==> src/rtl/fread_arbiter_if.sv <==
// rtl/fread_arbiter_if.sv - client and upstream fread signal bundle for fread_arbiter
//
// Client side (N_CLIENTS requesters):
//   cli_req_valid/offset/len  request from each client, fields packed per client
//   cli_req_ready             one-hot accept
//   cli_resp_data             response byte, broadcast
//   cli_resp_valid            one-hot owner of cli_resp_data
//   cli_done                  one-hot completion pulse
// Upstream side (single fread core):
//   req_valid/req_ready/req_offset  request handshake
//   resp_data/resp_valid            response byte strobe
// Status: busy, grant_id, err_stray
// Modport master is the arbiter; modport slave is the surrounding environment.
interface fread_arbiter_if #(
  parameter int N_CLIENTS = 2,
  parameter int LEN_W     = 16
);
  logic [N_CLIENTS-1:0]       cli_req_valid;
  logic [32*N_CLIENTS-1:0]    cli_req_offset;
  logic [LEN_W*N_CLIENTS-1:0] cli_req_len;
  logic [N_CLIENTS-1:0]       cli_req_ready;
  logic [7:0]                 cli_resp_data;
  logic [N_CLIENTS-1:0]       cli_resp_valid;
  logic [N_CLIENTS-1:0]       cli_done;
  logic                       req_valid;
  logic                       req_ready;
  logic [31:0]                req_offset;
  logic [7:0]                 resp_data;
  logic                       resp_valid;
  logic                       busy;
  logic [2:0]                 grant_id;
  logic                       err_stray;

  modport master (
    input  cli_req_valid, cli_req_offset, cli_req_len, req_ready, resp_data, resp_valid,
    output cli_req_ready, cli_resp_data, cli_resp_valid, cli_done,
           req_valid, req_offset, busy, grant_id, err_stray
  );

  modport slave (
    output cli_req_valid, cli_req_offset, cli_req_len, req_ready, resp_data, resp_valid,
    input  cli_req_ready, cli_resp_data, cli_resp_valid, cli_done,
           req_valid, req_offset, busy, grant_id, err_stray
  );
endinterface

==> src/rtl/fread_arbiter.sv <==
// rtl/fread_arbiter.sv - round-robin sharing of one fread port between N_CLIENTS loaders
//
// Ports:
//   clk  clock
//   rst  synchronous reset, active-high
//   bus  fread_arbiter_if.master (client requests/responses, upstream fread, status)
// A granted client's (offset, len) is latched, issued upstream, and the next len
// response bytes are steered to that client only, ending with a cli_done pulse.
module fread_arbiter #(
  parameter int N_CLIENTS = 2,
  parameter int LEN_W     = 16
) (
  input  logic             clk,
  input  logic             rst,
  fread_arbiter_if.master  bus
);

  typedef enum logic [1:0] {S_IDLE, S_ISSUE, S_STREAM} state_t;

  localparam logic [N_CLIENTS-1:0] ONE = N_CLIENTS'(1);

  state_t           state, state_next;
  logic [2:0]       rr_ptr;
  logic [31:0]      off_q;
  logic [LEN_W-1:0] len_q;
  logic [LEN_W-1:0] cnt;
  logic [2:0]       pick;
  logic             pick_found;
  logic [31:0]      pick_off;
  logic [LEN_W-1:0] pick_len;
  logic             accept;
  logic             last_byte;
  int               cand;

  // Round-robin search: walk candidates starting at rr_ptr, wrapping modulo N_CLIENTS.
  always_comb begin
    pick       = '0;
    pick_found = 1'b0;
    pick_off   = '0;
    pick_len   = '0;
    cand       = 0;
    for (int k = 0; k < N_CLIENTS; k++) begin
      cand = int'(rr_ptr) + k;
      if (cand >= N_CLIENTS) cand = cand - N_CLIENTS;
      for (int i = 0; i < N_CLIENTS; i++) begin
        if (!pick_found && cand == i && bus.cli_req_valid[i]) begin
          pick       = 3'(i);
          pick_found = 1'b1;
        end
      end
    end
    for (int i = 0; i < N_CLIENTS; i++) begin
      if (pick == 3'(i)) begin
        pick_off = bus.cli_req_offset[32*i +: 32];
        pick_len = bus.cli_req_len[LEN_W*i +: LEN_W];
      end
    end
  end

  // len_q >= 1 whenever STREAM is entered, so len_q - 1 never wraps.
  assign last_byte      = (cnt == len_q - 1'b1);
  assign bus.req_offset = off_q;

  always_ff @(posedge clk) begin
    if (rst) state <= S_IDLE;
    else     state <= state_next;
  end

  always_comb begin
    state_next        = state;
    accept            = 1'b0;
    bus.cli_req_ready = '0;
    bus.req_valid     = 1'b0;
    bus.busy          = 1'b0;
    case (state)
      S_IDLE: begin
        // Ready is held off during reset so nothing looks accepted in a cycle that aborts.
        if (pick_found && !rst) begin
          accept = 1'b1;
          for (int i = 0; i < N_CLIENTS; i++) begin
            if (pick == 3'(i)) bus.cli_req_ready[i] = 1'b1;
          end
          if (pick_len != '0) state_next = S_ISSUE;
        end
      end
      S_ISSUE: begin
        bus.req_valid = 1'b1;
        bus.busy      = 1'b1;
        if (bus.req_ready) state_next = S_STREAM;
      end
      S_STREAM: begin
        bus.busy = 1'b1;
        if (bus.resp_valid && last_byte) state_next = S_IDLE;
      end
      default: state_next = S_IDLE;
    endcase
  end

  always_ff @(posedge clk) begin
    if (rst) begin
      rr_ptr             <= '0;
      off_q              <= '0;
      len_q              <= '0;
      cnt                <= '0;
      bus.grant_id       <= '0;
      bus.cli_resp_data  <= '0;
      bus.cli_resp_valid <= '0;
      bus.cli_done       <= '0;
      bus.err_stray      <= 1'b0;
    end else begin
      bus.cli_resp_valid <= '0;
      bus.cli_done       <= '0;
      if (accept) begin
        off_q        <= pick_off;
        len_q        <= pick_len;
        bus.grant_id <= pick;
        rr_ptr       <= (pick == 3'(N_CLIENTS - 1)) ? 3'd0 : pick + 3'd1;
        // Zero-length request completes immediately without touching upstream.
        if (pick_len == '0) bus.cli_done <= ONE << pick;
      end
      if (state == S_ISSUE && bus.req_ready) cnt <= '0;
      if (bus.resp_valid) begin
        if (state == S_STREAM) begin
          bus.cli_resp_data  <= bus.resp_data;
          bus.cli_resp_valid <= ONE << bus.grant_id;
          cnt                <= cnt + 1'b1;
          if (last_byte) bus.cli_done <= ONE << bus.grant_id;
        end else begin
          bus.err_stray <= 1'b1;
        end
      end
    end
  end

endmodule
==> src/flat_wrapper.sv <==
// flat-port wrapper written by rule: the top's interface ports become plain ports
module fread_arbiter_flat 
#(
  parameter int N_CLIENTS = 2,
  parameter int LEN_W     = 16
)
  (clk, rst, bus_cli_req_valid, bus_cli_req_offset, bus_cli_req_len, bus_req_ready, bus_resp_data, bus_resp_valid, bus_cli_req_ready, bus_cli_resp_data, bus_cli_resp_valid, bus_cli_done, bus_req_valid, bus_req_offset, bus_busy, bus_grant_id, bus_err_stray);
  fread_arbiter_if #(.N_CLIENTS(N_CLIENTS), .LEN_W(LEN_W)) bus_i ();
  input  logic clk;
  input  logic rst;
  input wire logic [$bits(bus_i.cli_req_valid)-1:0] bus_cli_req_valid;
  input wire logic [$bits(bus_i.cli_req_offset)-1:0] bus_cli_req_offset;
  input wire logic [$bits(bus_i.cli_req_len)-1:0] bus_cli_req_len;
  input wire logic [$bits(bus_i.req_ready)-1:0] bus_req_ready;
  input wire logic [$bits(bus_i.resp_data)-1:0] bus_resp_data;
  input wire logic [$bits(bus_i.resp_valid)-1:0] bus_resp_valid;
  output wire logic [$bits(bus_i.cli_req_ready)-1:0] bus_cli_req_ready;
  output wire logic [$bits(bus_i.cli_resp_data)-1:0] bus_cli_resp_data;
  output wire logic [$bits(bus_i.cli_resp_valid)-1:0] bus_cli_resp_valid;
  output wire logic [$bits(bus_i.cli_done)-1:0] bus_cli_done;
  output wire logic [$bits(bus_i.req_valid)-1:0] bus_req_valid;
  output wire logic [$bits(bus_i.req_offset)-1:0] bus_req_offset;
  output wire logic [$bits(bus_i.busy)-1:0] bus_busy;
  output wire logic [$bits(bus_i.grant_id)-1:0] bus_grant_id;
  output wire logic [$bits(bus_i.err_stray)-1:0] bus_err_stray;
  assign bus_i.cli_req_valid = bus_cli_req_valid;
  assign bus_i.cli_req_offset = bus_cli_req_offset;
  assign bus_i.cli_req_len = bus_cli_req_len;
  assign bus_i.req_ready = bus_req_ready;
  assign bus_i.resp_data = bus_resp_data;
  assign bus_i.resp_valid = bus_resp_valid;
  assign bus_cli_req_ready = bus_i.cli_req_ready;
  assign bus_cli_resp_data = bus_i.cli_resp_data;
  assign bus_cli_resp_valid = bus_i.cli_resp_valid;
  assign bus_cli_done = bus_i.cli_done;
  assign bus_req_valid = bus_i.req_valid;
  assign bus_req_offset = bus_i.req_offset;
  assign bus_busy = bus_i.busy;
  assign bus_grant_id = bus_i.grant_id;
  assign bus_err_stray = bus_i.err_stray;
  fread_arbiter #(.N_CLIENTS(N_CLIENTS), .LEN_W(LEN_W)) u_core (.clk(clk), .rst(rst), .bus(bus_i));
endmodule
==> config.mk <==
export PLATFORM = sky130hd
export DESIGN_NAME = fread_arbiter_flat
export DESIGN_NICKNAME = d
export VERILOG_FILES = /design/src/rtl/fread_arbiter_if.sv /design/src/rtl/fread_arbiter.sv /design/src/flat_wrapper.sv
export SDC_FILE = /design/constraint.sdc
export NUM_CORES = 1
export LEC_CHECK = 0
export CAP_MARGIN = 20
export CORE_MARGIN = 8
export CORE_UTILIZATION = 34
export CTS_BUF_LIST = sky130_fd_sc_hd__clkbuf_4
export CTS_CLUSTER_SIZE = 10
export DETAILED_ROUTE_END_ITERATION = 16
export GPL_ROUTABILITY_DRIVEN = 0
export PLACE_DENSITY = 0.75
export SETUP_SLACK_MARGIN = 0.15
export SYNTH_ARGS = -nofsm -noshare
export SYNTH_HDL_FRONTEND = slang
export SYNTH_SLANG_ARGS = --single-unit
==> constraint.sdc <==
create_clock -name clk -period 4.3 [get_ports clk]
set_input_delay 1.29 -clock clk [delete_from_list [all_inputs] [get_ports clk]]
set_output_delay 1.29 -clock clk [all_outputs]
set_load 0.02 [all_outputs]
### Yosys cells after proc, flatten, opt, wreduce, memory -nomap -nowiden

Cells that the tools add are included.

* bits in registers: 85
* input bits: 110
* output and inout bits: 52

* add/sub/neg operators: 6
* order comparisons: 2
* eq/ne operators: 10
* shift-type cells: 2
* mux-type cells: 35
* bitwise gates (word level): 2
* reduce and logical (&&, ||, !) cells: 25

Operator list (number)
* 32-bit 2-to-1 mux: 4
* 16-bit 2-to-1 mux: 5
* 32-bit by 2-bit equality test with 1-bit output (second input constant): 2
* 32-bit zero test: 2
* 32-bit by 3-bit greater-or-equal comparator with 1-bit output (second input constant): 1
* 32-bit by 3-bit subtractor with 32-bit output (second input constant): 1
* 2-bit 2-to-1 mux: 11
* 16-bit by 1-bit adder with 16-bit output (second input constant): 1
* 16-bit equality test: 1
* 16-bit zero test: 1
* 16-bit nonzero test: 1
* 16-bit by 1-bit subtractor with 16-bit output (second input constant): 1
* 1-bit 2-to-1 mux: 13
* 1-bit logical AND: 10
* 2-bit by 1-bit != test with 1-bit output (second input constant): 3
* 2-bit one-hot mux with 3 select lines: 1
* 3-bit by 1-bit adder with 4-bit output (second input constant): 1
* 1-bit zero test: 4
* 2-bit AND reduction: 2
* 4-bit AND reduction: 1
* 3-bit by 2-bit subtractor with 4-bit output (second input constant): 1
* 3-bit by 2-bit greater-or-equal comparator with 1-bit output (second input constant): 1
* 3-bit zero test: 1
* 3-bit 2-to-1 mux: 1
* 11 further kinds: 12

### Depth between registers and ports, before layout

* word-level depth: 26
* gate-level depth with buffers: 9
* gate-level depth less buffers: 9

### Worst setup path after synthesis

Ideal clock, no wire load.

* path kind: input to output
* start: input port bus_cli_req_valid[0]
* end: output port bus_cli_req_ready[1]
* arrival time: 2.336 ns
* data required time: 3.010 ns
* setup slack: 0.674 ns
* stages: 5
* cell sequence: inv_1 -> o21ai_0 -> clkbuf_1 -> buf_1 -> nor2_1

* cells in the longest elaborated chain, start to end: 18

Ends and longest elaborated chain
* start: declaration: line flat_wrapper.sv:11 `input wire logic [$bits(bus_i.cli_req_valid)-1:0] bus_cli_req_valid;`
* 1-bit logical AND: line fread_arbiter.sv:46 `if (!pick_found && cand == i && bus.cli_req_valid[i]) begin`
* 1-bit 2-to-1 mux: line fread_arbiter.sv:46
* 1-bit zero test: line fread_arbiter.sv:46
* 1-bit logical AND (2 in series): line fread_arbiter.sv:46
* 1-bit 2-to-1 mux: line fread_arbiter.sv:46
* 1-bit zero test: line fread_arbiter.sv:46
* 1-bit logical AND (2 in series): line fread_arbiter.sv:46
* 1-bit 2-to-1 mux: line fread_arbiter.sv:46
* 1-bit zero test: line fread_arbiter.sv:46
* 1-bit logical AND (2 in series): line fread_arbiter.sv:46
* 1-bit 2-to-1 mux: line fread_arbiter.sv:46
* 1-bit equality test: line fread_arbiter.sv:81 `if (pick == 3'(i)) bus.cli_req_ready[i] = 1'b1;`
* 1-bit 2-to-1 mux: line fread_arbiter.sv:81
* 2-bit 2-to-1 mux (*): line fread_arbiter.sv:78 `if (pick_found && !rst) begin`
* 2-bit 2-to-1 mux (*): line fread_arbiter.sv:75 `case (state)`
* end: declaration: line flat_wrapper.sv:17 `output wire logic [$bits(bus_i.cli_req_ready)-1:0] bus_cli_req_ready;`

Mark *: on every way between the ends. The rest lies on a longest branch, timed or not.

### Final worst setup path

Ends and elaborated chain as after synthesis.

==> run_results.csv <==
group,metric,value,unit
run_status,status,"finished clean",
worst_setup_path,criticalPathCategory,"primary input to output port",
clock_network,cts_buffers,9,
synth,synth-edff-count,0,
die,io_pins,162,
worst_setup_path,crit_family,"buffers and inverters",
sta,tightest_slew,0.9377,ns
global_route,antenna_found_initial,0,
synth,synthCells,492,
global_route,grt_usage,15.58,%
synth,ys_ff_latch,81,
worst_setup_path,reg2reg_depth,9,
synth,synthTopCellsByArea,"dfxtp_1 39%, mux2i_1 12%, a211oi_1 6.4%, nor2_1 4.9%, xnor2_1 4.0%",
sta,rsz0062_at_grt,"false",
clock_network,insertion_delay,0.43,ns
worst_setup_path,timing.rr.start,"u_core.len_q[0]",
placement,place_inst,795,
worst_setup_path,endpoint_kind,"output port",
sta,timing.fmax,248.0,MHz
die,die_h,127.1,µm
route,met2WireLength,6.701,mm
clock_network,cts_buffer_depth,2,
power_and_ir_drop,leakage,2.330,nW
worst_setup_path,cpPeakStageDelay,0.50,ns
clock_network,cts_setup_buffers,0,
route,wl_per_cell,15.85,µm
final_layout,mostFrequentLayoutCell,"clkdlybuf4s50_1",
die,die_w,127.1,µm
route,top_layer_used,"met4",
placement,place_hpwl,10.47,mm
route,firstDrtPassIters,4,
final_layout,diodes,0,
worst_setup_path,start_kind,"primary input",
die,rows,40,
clock_network,cts.repair.resized,1,
synth,syn_area_per_cell,8.537,µm²
worst_setup_path,crit_start,"bus_cli_req_valid[0]",
worst_setup_path,cp_data_arrival_time,2.74,ns
power_and_ir_drop,power_density,406.0,nW/µm²
global_route,grt_pass1_wl,20.49,mm
final_layout,fin_cells,811,
final_layout,final_area,6080,µm²
synth,synth_flop_cell,"dfxtp_1",
clock_network,cts_tree,"built",
worst_setup_path,cp.depth,5,
route,wl_met3,1.058,mm
sta,finalCritPeriodShare,93.77,%
worst_setup_path,crit_top_cell,"nor2_1",
sta,finalHoldViolations,0,
route,wl,12.86,mm
route,vias_per_cell,5.092,
route,drcViolationCount,0,
synth,ys_types,53,
global_route,grt_max_degree,66,
sta,tns,0,ns
clock_network,clkSinkCount,81,
clock_network,clockRootBuffer,"clkbuf_4",
sta,slew-limit-headroom,36.61,%
worst_setup_path,slowest_stage,"clkdlybuf4s50_1",
synth,synth_warnings,0,
route,vias,4130,
power_and_ir_drop,power,2.468,mW
die,core,12060,µm²
sta,finalSetupViolations,0,
route,drt.antenna.violating_nets,0,
final_layout,nets,753,
placement,placed_area,5944,µm²
final_layout,nFillCells,1152,
worst_setup_path,worstPathRequired,3.01,ns
clock_network,path_clk_slew,0.12,ns
worst_setup_path,path_cells,"clkdlybuf4s50_1 -> nor2_1 -> or3_1 -> nor2_1 -> dlygate4sd2_1",
route,drt_iter0_drc,128,
synth,ys_seq_area_share,38.61,%
sta,finalClockSkew,0.01521,ns
worst_setup_path,critPathMaxFanout,3,
clock_network,cts_max_level,3,
placement,port-buffer-count,159,
worst_setup_path,r2r-end,"u_core.bus.cli_done[0]",
worst_setup_path,r2r_slack,0.89,ns
final_layout,drive_gt1_share,5.599,%
final_layout,final_cell_mix,"156 x clkdlybuf4s50_1, 81 x dfxtp_1, 54 x nor2_1, 50 x mux2i_1",
flow_run,cap_viol_max_count,0,
synth,yosysTopAreaCellShare,38.61,%
final_layout,syn_to_final_growth,44.74,%
die,die-area,16170,µm²
sta,drv_slew,0,
route,met1_length,4.946,mm
global_route,gr-total-overflow,0,
die,initial_core_util,34.82,%
power_and_ir_drop,peakVddDrop,0.1937,mV
synth,synth_area_leader_cell,"dfxtp_1",
clock_network,ctsHoldBuffers,0,
synth,syn_area,4200,µm²
global_route,grt_pass1_vias,4226,
sta,period_needed,4.032,ns
worst_setup_path,cp-endpoint,"bus_cli_req_ready[1]",
hold_path,hold_class,"flip-flop to flip-flop",
worst_setup_path,cp_num_buf_inv,2,
synth,async_flop_share,0,%
## stage by stage
| step | utilization [%] | hold WS [ns] | setup slack, ns |
|---|---|---|---|
| global placement | 49.28 | 0.4466 | -0.03377 |
| CTS | 50.38 | 0.4710 | 0.1682 |
| floorplan | - | 0.4556 | 0.6742 |
| global route | 50.40 | 0.4839 | 0.2063 |
| finish | 50.40 | 0.4694 | 0.2679 |
| detailed placement | 49.28 | 0.4534 | -0.02983 |
## cells in the mapped netlist, types with 13 or more instances
library cell / number
inv_1: 13
nor2_1: 55
nand2_1: 36
dfxtp_1: 81
buf_1: 13
xnor2_1: 19
a21oi_1: 21
clkbuf_1: 18
a211oi_1: 36
nand3_1: 27
mux2i_1: 50
o21ai_0: 22
## tightest hold or removal path: stages (launching register included)
cell	delay (ns)
dfxtp_1	0.33
nand2_1	0.05
a21oi_1	0.05
## routing by layer
metal / up-vias / GRT usage, %
met5: - / 0
met4: 0 / 5.178
met3: 14 / 6.156
met2: 125 / 28.79
met1: 1909 / 15.61
li1: 2082 / -
## report_power, final
part | switching (mW) | total (mW) | internal [mW]
sequential | 0.110 | 0.980 | 0.870
combinational | 0.562 | 1.04 | 0.481
clock | 0.265 | 0.445 | 0.180
total | 0.937 | 2.47 | 1.53
## flip-flops by register name, indices dropped and copies added, names as in the netlist
| register | count |
|---|---|
| u_core.bus.err_stray | 1 |
| u_core.bus.cli_resp_data | 8 |
| u_core.rr_ptr | 1 |
| u_core.bus.cli_resp_valid | 2 |
| u_core.len_q | 16 |
| u_core.state | 2 |
| u_core.bus.cli_done | 2 |
| u_core.bus.req_offset | 32 |
| u_core.bus.grant_id | 1 |
| u_core.cnt | 16 |
## logic make-up after synthesis
family	share of synthesized area, %
flip-flops	38.61
XOR/XNOR	4.796
multiplexers	12.45
AND/OR/NAND/NOR	20.26
AO/OA/AOI/OAI	17.58
other	0.08928
adder cells (fa/ha/maj)	1.489
buffers and inverters	4.736
## final cells by class
cell class	count	area, µm²	area share, %
clock buffer	10	75.07	1.235
tap	168	210.2	3.458
multi-input combinational	364	2402	39.51
timing repair buffer	169	1663	27.35
clock inverter	6	58.81	0.9673
inverter	13	48.80	0.8026
sequential	81	1622	26.67
## worst min-delay path by stage
stage / from / cells past startpoint / slack [ns] / to
floorplan: u_core.state[0] / 2 / 0.46 / u_core.state[0]
global placement: u_core.bus.cli_resp_data[3] / 2 / 0.45 / u_core.bus.cli_resp_data[3]
detailed placement: u_core.bus.cli_resp_data[3] / 2 / 0.45 / u_core.bus.cli_resp_data[3]
CTS: u_core.bus.cli_resp_data[3] / 2 / 0.47 / u_core.bus.cli_resp_data[3]
global route: u_core.bus.cli_resp_data[3] / 2 / 0.48 / u_core.bus.cli_resp_data[3]
finish: u_core.bus.cli_resp_data[3] / 2 / 0.47 / u_core.bus.cli_resp_data[3]
(Power assumes the default switching activity.)
